**src/rtl/multicycle_ctrl_if.sv**
```systemverilog
// multicycle_ctrl_if: memory handshake bus between the multicycle controller and shared memory
//   mem_req    controller -> memory  access request
//   mem_we     controller -> memory  write enable (sw)
//   iord       controller -> memory  address select: 0=PC, 1=ALUOut
//   mem_ready  memory -> controller  access complete
interface multicycle_ctrl_if;
    logic mem_req;
    logic mem_we;
    logic iord;
    logic mem_ready;

    modport master (output mem_req, mem_we, iord, input mem_ready);
    modport slave  (input mem_req, mem_we, iord, output mem_ready);
endinterface

```
**src/rtl/multicycle_ctrl.sv**
```systemverilog
// multicycle_ctrl: FETCH/DECODE/EXEC/MEM/WB sequencer for a shared-memory multicycle MIPS datapath
//   clk, rst_n            clock, asynchronous active-low reset
//   bus (master)          mem_req, mem_we, iord out; mem_ready in
//   opcode, zero          IR opcode field, ALU zero flag
//   ir_write, pc_write    IR / PC load strobes; pc_src selects the PC source
//   alusrc_a, alusrc_b    ALU operand selects; aluop selects the ALU function
//   regdst, memtoreg      register write destination / data selects; regwrite strobe
//   illegal, mem_err      one-cycle pulses: unknown opcode, memory timeout
//   state                 FETCH=0 DECODE=1 EXEC=2 MEM=3 WB=4
//   MULTICYCLE_CTRL_PERF_EN adds perf_cycles / perf_instr counters
module multicycle_ctrl #(
    parameter int MEM_WAIT_MAX = 15,
    parameter int WAIT_W       = 4
) (
    input  logic              clk,
    input  logic              rst_n,
    multicycle_ctrl_if.master bus,
    input  logic [5:0]        opcode,
    input  logic              zero,
    output logic              ir_write,
    output logic              pc_write,
    output logic [1:0]        pc_src,
    output logic              alusrc_a,
    output logic [1:0]        alusrc_b,
    output logic [1:0]        aluop,
    output logic              regdst,
    output logic              memtoreg,
    output logic              regwrite,
    output logic              illegal,
    output logic              mem_err,
    output logic [2:0]        state
`ifdef MULTICYCLE_CTRL_PERF_EN
    ,
    output logic [31:0]       perf_cycles,
    output logic [31:0]       perf_instr
`endif
);
    localparam logic [2:0] FETCH  = 3'd0;
    localparam logic [2:0] DECODE = 3'd1;
    localparam logic [2:0] EXEC   = 3'd2;
    localparam logic [2:0] MEM    = 3'd3;
    localparam logic [2:0] WB     = 3'd4;

    localparam logic [5:0] OP_R    = 6'b000000;
    localparam logic [5:0] OP_LW   = 6'b100011;
    localparam logic [5:0] OP_SW   = 6'b101011;
    localparam logic [5:0] OP_ADDI = 6'b001000;
    localparam logic [5:0] OP_ANDI = 6'b001100;
    localparam logic [5:0] OP_BEQ  = 6'b000100;
    localparam logic [5:0] OP_BNE  = 6'b000101;
    localparam logic [5:0] OP_J    = 6'b000010;

    logic [2:0]        nxt;
    logic [5:0]        op_q;
    logic [WAIT_W-1:0] wait_cnt;
    logic              mem_req, mem_we, iord;
    logic              waiting, tmo, legal;

    assign bus.mem_req = mem_req;
    assign bus.mem_we  = mem_we;
    assign bus.iord    = iord;

    assign waiting = (state == FETCH || state == MEM) && !bus.mem_ready;
    assign tmo     = waiting && wait_cnt == WAIT_W'(MEM_WAIT_MAX - 1);
    assign legal   = opcode inside {OP_R, OP_LW, OP_SW, OP_ADDI, OP_ANDI, OP_BEQ, OP_BNE, OP_J};

    always_comb begin
        nxt = state;
        {mem_req, mem_we, iord, ir_write, pc_write, pc_src, alusrc_a, alusrc_b, aluop} = '0;
        {regdst, memtoreg, regwrite, illegal, mem_err} = '0;
        case (state)
            FETCH: begin
                mem_req  = 1'b1;
                alusrc_b = 2'b01;
                if (bus.mem_ready) begin
                    ir_write = 1'b1;
                    pc_write = 1'b1;
                    nxt      = DECODE;
                end else if (tmo) begin
                    mem_err = 1'b1;
                end
            end
            // Decode reads the live opcode; op_q only becomes valid from EXEC on.
            DECODE: begin
                alusrc_b = 2'b11;
                if (opcode == OP_J) begin
                    pc_write = 1'b1;
                    pc_src   = 2'b10;
                    nxt      = FETCH;
                end else if (legal) begin
                    nxt = EXEC;
                end else begin
                    illegal = 1'b1;
                    nxt     = FETCH;
                end
            end
            EXEC: begin
                alusrc_a = 1'b1;
                if (op_q == OP_BEQ || op_q == OP_BNE) begin
                    aluop    = 2'b01;
                    pc_src   = 2'b01;
                    pc_write = (op_q == OP_BEQ) ? zero : !zero;
                    nxt      = FETCH;
                end else begin
                    alusrc_b = (op_q == OP_R) ? 2'b00 : 2'b10;
                    aluop    = (op_q == OP_R) ? 2'b10 : (op_q == OP_ANDI) ? 2'b11 : 2'b00;
                    nxt      = (op_q == OP_LW || op_q == OP_SW) ? MEM : WB;
                end
            end
            MEM: begin
                mem_req = 1'b1;
                iord    = 1'b1;
                mem_we  = op_q == OP_SW;
                if (bus.mem_ready) begin
                    nxt = (op_q == OP_LW) ? WB : FETCH;
                end else if (tmo) begin
                    mem_err = 1'b1;
                    nxt     = FETCH;
                end
            end
            WB: begin
                regwrite = 1'b1;
                regdst   = op_q == OP_R;
                memtoreg = op_q == OP_LW;
                nxt      = FETCH;
            end
            default: nxt = FETCH;
        endcase
        // Outputs are forced quiet while reset is held, independent of the clock.
        if (!rst_n) begin
            {mem_req, mem_we, iord, ir_write, pc_write, pc_src, alusrc_a, alusrc_b, aluop} = '0;
            {regdst, memtoreg, regwrite, illegal, mem_err} = '0;
        end
    end

    always_ff @(posedge clk or negedge rst_n) begin
        if (!rst_n) begin
            state    <= FETCH;
            op_q     <= '0;
            wait_cnt <= '0;
        end else begin
            state <= nxt;
            if (state == DECODE)
                op_q <= opcode;
            // Leaving FETCH/MEM (ready or timeout) clears the counter, so every entry starts at 0.
            wait_cnt <= (waiting && !tmo) ? wait_cnt + 1'b1 : '0;
        end
    end

`ifdef MULTICYCLE_CTRL_PERF_EN
    logic done;

    // Every return to FETCH from a later state retires an instruction unless it was aborted.
    assign done = state != FETCH && nxt == FETCH && !illegal && !mem_err;

    always_ff @(posedge clk or negedge rst_n) begin
        if (!rst_n) begin
            perf_cycles <= '0;
            perf_instr  <= '0;
        end else begin
            perf_cycles <= perf_cycles + 32'd1;
            if (done)
                perf_instr <= perf_instr + 32'd1;
        end
    end
`endif
endmodule

```
**src/flat_wrapper.sv**
```systemverilog
// flat-port wrapper written by rule: the top's interface ports become plain ports
module multicycle_ctrl_flat 
#(
    parameter int MEM_WAIT_MAX = 15,
    parameter int WAIT_W       = 4
)
  (clk, rst_n, opcode, zero, ir_write, pc_write, pc_src, alusrc_a, alusrc_b, aluop, regdst, memtoreg, regwrite, illegal, mem_err, state, bus_mem_req, bus_mem_we, bus_iord, bus_mem_ready);
  multicycle_ctrl_if bus_i ();
  input  logic clk;
  input  logic rst_n;
  input  logic [5:0] opcode;
  input  logic zero;
  output logic ir_write;
  output logic pc_write;
  output logic [1:0] pc_src;
  output logic alusrc_a;
  output logic [1:0] alusrc_b;
  output logic [1:0] aluop;
  output logic regdst;
  output logic memtoreg;
  output logic regwrite;
  output logic illegal;
  output logic mem_err;
  output logic [2:0] state;
  output wire logic [$bits(bus_i.mem_req)-1:0] bus_mem_req;
  output wire logic [$bits(bus_i.mem_we)-1:0] bus_mem_we;
  output wire logic [$bits(bus_i.iord)-1:0] bus_iord;
  input wire logic [$bits(bus_i.mem_ready)-1:0] bus_mem_ready;
  assign bus_mem_req = bus_i.mem_req;
  assign bus_mem_we = bus_i.mem_we;
  assign bus_iord = bus_i.iord;
  assign bus_i.mem_ready = bus_mem_ready;
  multicycle_ctrl #(.MEM_WAIT_MAX(MEM_WAIT_MAX), .WAIT_W(WAIT_W)) u_core (.clk(clk), .rst_n(rst_n), .bus(bus_i), .opcode(opcode), .zero(zero), .ir_write(ir_write), .pc_write(pc_write), .pc_src(pc_src), .alusrc_a(alusrc_a), .alusrc_b(alusrc_b), .aluop(aluop), .regdst(regdst), .memtoreg(memtoreg), .regwrite(regwrite), .illegal(illegal), .mem_err(mem_err), .state(state));
endmodule
```
**config.mk**
```make
export PLATFORM = sky130hd
export DESIGN_NAME = multicycle_ctrl_flat
export DESIGN_NICKNAME = d
export VERILOG_FILES = /design/src/rtl/multicycle_ctrl_if.sv /design/src/rtl/multicycle_ctrl.sv /design/src/flat_wrapper.sv
export SDC_FILE = /design/constraint.sdc
export NUM_CORES = 1
export LEC_CHECK = 0
export ABC_AREA = 1
export CORE_MARGIN = 4
export CORE_UTILIZATION = 44
export DETAILED_ROUTE_END_ITERATION = 8
export GPL_ROUTABILITY_DRIVEN = 0
export MAX_ROUTING_LAYER = met4
export PLACE_DENSITY = 0.89
export SYNTH_ARGS = -nofsm -noshare
export SYNTH_HDL_FRONTEND = slang
export SYNTH_SLANG_ARGS = --single-unit
```
**constraint.sdc**
```tcl
create_clock -name clk -period 1.4 [get_ports clk]
set_clock_uncertainty 0.05 [all_clocks]
set_input_delay 0.14 -clock clk [delete_from_list [all_inputs] [get_ports clk]]
set_output_delay 0.14 -clock clk [all_outputs]
set_load 0.02 [all_outputs]
```
==> results of run 1 <==
## cells by family after synthesis
group / count (synthesis) / share of synthesized area, %
AOI/OAI and AO/OA: 10 / 6.14
xor gates and xnor gates: 2 / 2.00
adders and majority gates: 2 / 2.86
buffers and inverters: 22 / 10.7
DFF: 13 / 37.1
and+or+nand+nor: 82 / 41.1
## through the flow
stage,TNS (ns),setup slack [ns],cell area [um^2]
after detailed placement,-9.08,-0.668,1590
after global placement,-8.27,-0.578,1590
after floorplan,-0.257,-0.0543,971
==> flow_summary.yaml, run 1 <==
synth:
  yosysWarnings: 0
  synth_area_leaders: "dfrtp_1 37%, nand2_1 13%, nor2_1 11%"
  synth_nets: 143
  synthArstFlopShare_pct: 100
  synth_top_area_share_pct: 37.1
  syn_inst: 131
  synth_edf_count: 0
  synth-main-ff-cell: "dfrtp_1"
  synth.most_common_cell: "nand2_1"
  ys_ff_latch: 13
  yosys.area.top_type: "dfrtp_1"
  synth_area_per_cell_um2: 6.69
  syn_area_um2: 876
  synthTopCellsByCount: "30 x nand2_1, 25 x nor2_1, 19 x inv_1, 13 x dfrtp_1, 11 x nand3_1"
  ys_seq_area_share_pct: 37.1
  ys_types: 22
die:
  start_util_pct: 48.6
  io_pins: 30
  dieWidth_um: 52.6
  num_rows: 15
  dieHeight_um: 52.6
clocking:
  cts_hold_buf: 0
  cts_made_buffers: 3
  ctsResizeCount: 130
  cts.sinks: 13
  cts-root-buf: "clkbuf_4"
  h-tree-depth: 1
  post_cts_buffers: 9
  clk_path_buf_depth: 2
status:
  error: "[ERROR DPL-0033] detailed placement checks failed during check placement."
  status: "did not finish"
  stop_stage: "clock tree synthesis"
place:
  io_buffers: 29
  dpl.cell_count: 223
  dp_hpwl_um: 2670
==> run 2, diff against run 1 <==
--- a/config.mk
+++ b/config.mk
@@ -6,12 +6,11 @@
 export NUM_CORES = 1
 export LEC_CHECK = 0
 export ABC_AREA = 1
-export CORE_MARGIN = 4
-export CORE_UTILIZATION = 44
+export CORE_AREA = 4 4 65 67
 export DETAILED_ROUTE_END_ITERATION = 8
+export DIE_AREA = 0 0 69 71
 export GPL_ROUTABILITY_DRIVEN = 0
-export MAX_ROUTING_LAYER = met4
-export PLACE_DENSITY = 0.89
+export PLACE_DENSITY_LB_ADDON = 0.15
 export SYNTH_ARGS = -nofsm -noshare
 export SYNTH_HDL_FRONTEND = slang
 export SYNTH_SLANG_ARGS = --single-unit
==> flow_summary.yaml, run 2 <==
status:
  status: "finished, violations left"
  violations: "setup timing"
synth:
  synthXorXnorAreaFrac_pct: 2.00
  post_synth_fa_ha_maj_area_fraction_pct: 2.86
  ys_ff_latch: 13
  synth_area_per_cell_um2: 6.69
  synth_edf_count: 0
  yosysWarnings: 0
  synth_top_area_share_pct: 37.1
  synth_area_leaders: "dfrtp_1 37%, nand2_1 13%, nor2_1 11%"
  syn_area_um2: 876
  ys_types: 22
  syn_inst: 131
  synth-simple-area-share_pct: 41.1
  synth_mux_area_share_pct: 0
  synth.most_common_cell: "nand2_1"
  synth-main-ff-cell: "dfrtp_1"
  synthArstFlopShare_pct: 100
  ys_seq_area_share_pct: 37.1
  synthTopCellsByCount: "30 x nand2_1, 25 x nor2_1, 19 x inv_1, 13 x dfrtp_1, 11 x nand3_1"
  yosys.area.top_type: "dfrtp_1"
  synth_nets: 143
  synth_top_family_by_area: "simple AND/OR/NAND/NOR gates"
  synth_compound_area_share_pct: 6.14
place:
  dp_hpwl_um: 2300
  io_buffers: 29
  placed_cell_area_mm2: 0.00164
  dp_slack_ns: -0.668
  dpl.cell_count: 249
layout:
  drive_above_1_share_pct: 58.2
  top_register: "u_core.op_q"
  layout.nets: 226
  final_common_cell: "buf_4"
  largest_register_ffs: 6
  fillers: 369
  synthToLayoutAreaGrowth_pct: 115
  largest_registers: "u_core.op_q: 6 flops, u_core.wait_cnt: 4 flops, u_core.state: 3 flops"
  insertedDiodeCount: 0
  final_area_mm2: 0.00189
  final_cell_mix: "48 x buf_4, 25 x nand2_1, 19 x buf_6, 12 x inv_1, 12 x nor2_1"
  stdcell_count: 261
sta:
  hold_viol_final: 0
  maxSlewHeadroom_pct: 85.4
  fin_crit_ns: 1.67
  finalSetupViolations: 17
  rsz0062_at_grt: "true"
  clock.fmax_mhz: 597
  worst_slack_ns: -0.274
  post-route-period-util_pct: 120
  tightest_slew_ns: 0.218
  slew_violations: 0
power:
  p_per_area_mw_per_mm2: 1670
  peakVddDrop_mv: 0.545
  p_leak_nw: 0.904
grt:
  grt_pass1_vias: 1203
  globalRouteOverflowTotal: 0
  grt_pass1_wl_um: 5030
  antenna_found_initial: 0
  grt_max_degree: 14
  grt_use_total_pct: 12.6
die:
  dieHeight_um: 71
  dieArea_mm2: 0.00490
  num_rows: 22
  io_pins: 30
  core_area_mm2: 0.00363
  dieWidth_um: 69
  start_util_pct: 24.1
critical_path:
  criticalPathCategory: "flop to primary output"
  reg2regPathDepth: 8
  cp.arrival_ns: 1.48
  required_ns: 1.21
  start_kind: "flop"
  cp-end-kind: "primary output"
  crit_fanout: 3
routing:
  wl_um: 2920
  ant_nets: 0
  drt_pass1_iterations: 4
  drc: 0
  drt-wirelength-per-cell_um: 11.2
  viasPerCell: 4.37
  vias: 1141
  drt_iter0_markers: 21
clocking:
  clkLatencyLatePin_ns: 0.25
  h-tree-depth: 1
  clk_path_buf_depth: 2
  cts.sinks: 13
  path_clk_slew_ns: 0.06
  cts_made_buffers: 3
  cts-root-buf: "clkbuf_8"
  cts_tree: "built"
worst_hold_path:
  min_path_type: "input pin to asynchronous set/reset pin"
flow_run:
  maxCapViolations: 0
[run 2: stage by stage]
step	util (%)	TNS, ns	hold WS (ns)	total power (W)
after floorplan	-	-0.257	-0.206	0.00152
after global placement	45.1	-9.18	0.464	0.00237
after detailed placement	45.1	-9.48	0.478	0.00239
after CTS	48.7	-2.81	0.229	0.00288
after global routing	51.9	-4.26	0.297	0.00340
final	51.9	-2.91	0.253	0.00316
[run 2: metal layers]
metal / global-route usage [%] / vias to the layer above / routed length, um
li1: - / 580 / -
met1: 13.1 / 524 / 1170
met5: 0 / - / 0
met4: 7.59 / 0 / 74
met3: 2.27 / 8 / 114
met2: 23.5 / 29 / 1560
[run 2: logic make-up after synthesis]
group / Yosys count
and+or+nand+nor: 82
buffers and inverters: 22
DFF: 13
AOI/OAI and AO/OA: 10
xor gates and xnor gates: 2
adders and majority gates: 2
[run 2: power by group]
group / leakage, nW / internal [W] / switching (W) / total (W)
Combinational: 0.719 / 0.00103 / 0.00103 / 0.00206
Clock: 0.0255 / 0.000197 / 0.000148 / 0.000345
Sequential: 0.160 / 0.000539 / 0.000211 / 0.000751
[run 2: final timing paths]
kind                                         startpoint                           end  slack (ns)
setup / recovery             u_core.op_q[5]$_DFFE_PN0P_                    bus_mem_we       -0.27
hold / removal                                    rst_n   u_core.state[1]$_DFFE_PN0P_        0.25
setup reg to reg            u_core.state[1]$_DFFE_PN0P_   u_core.state[0]$_DFFE_PN0P_        0.05
hold reg to reg            u_core.wait_cnt[1]$_DFF_PN0_  u_core.wait_cnt[1]$_DFF_PN0_        0.48
max in group asynchronous                         rst_n   u_core.state[0]$_DFFE_PN0P_        0.86
min in group clk                              opcode[3]    u_core.op_q[3]$_DFFE_PN0P_        0.43
[run 2: final cells by class]
| cell class | count | area [um^2] | area share [%] |
|---|---|---|---|
| repair buffers | 80 | 708 | 37.5 |
| multi-input cells | 96 | 664 | 35.2 |
| flip-flops and latches | 13 | 333 | 17.6 |
| inverters | 20 | 75.1 | 3.98 |
| well taps | 48 | 60.1 | 3.18 |
| clock buffers | 3 | 41.3 | 2.19 |
| clock inverters | 1 | 5.00 | 0.265 |
[run 2: timing repair]
| item | in CTS | in global routing |
|---|---|---|
| pin swaps | 5 | 10 |
| setup buffers | 3 | 6 |
| hold buffers | 0 | 0 |
| gates resized for setup | 124 | 27 |
| hold endpoints to repair | 0 | 0 |
| endpoints found under the setup margin | 24 | 19 |
| cloned | 0 | 0 |
[run 2: critical path: stages (launching register included)]
cell	delay, ns
dfrtp_2	0.41
inv_2	0.07
nor2_4	0.10
nand4_1	0.17
nor4_2	0.30
buf_4	0.18
Power figures use the tool's default switching activity.
==> run 3, diff against run 2 <==
--- a/config.mk
+++ b/config.mk
@@ -9,7 +9,7 @@
 export CORE_AREA = 4 4 65 67
 export DETAILED_ROUTE_END_ITERATION = 8
 export DIE_AREA = 0 0 69 71
-export GPL_ROUTABILITY_DRIVEN = 0
+export GPL_ROUTABILITY_DRIVEN = 1
 export PLACE_DENSITY_LB_ADDON = 0.15
 export SYNTH_ARGS = -nofsm -noshare
 export SYNTH_HDL_FRONTEND = slang
==> results of run 3 <==
The final DEF is identical to that of run 2; final timing and power are the same.
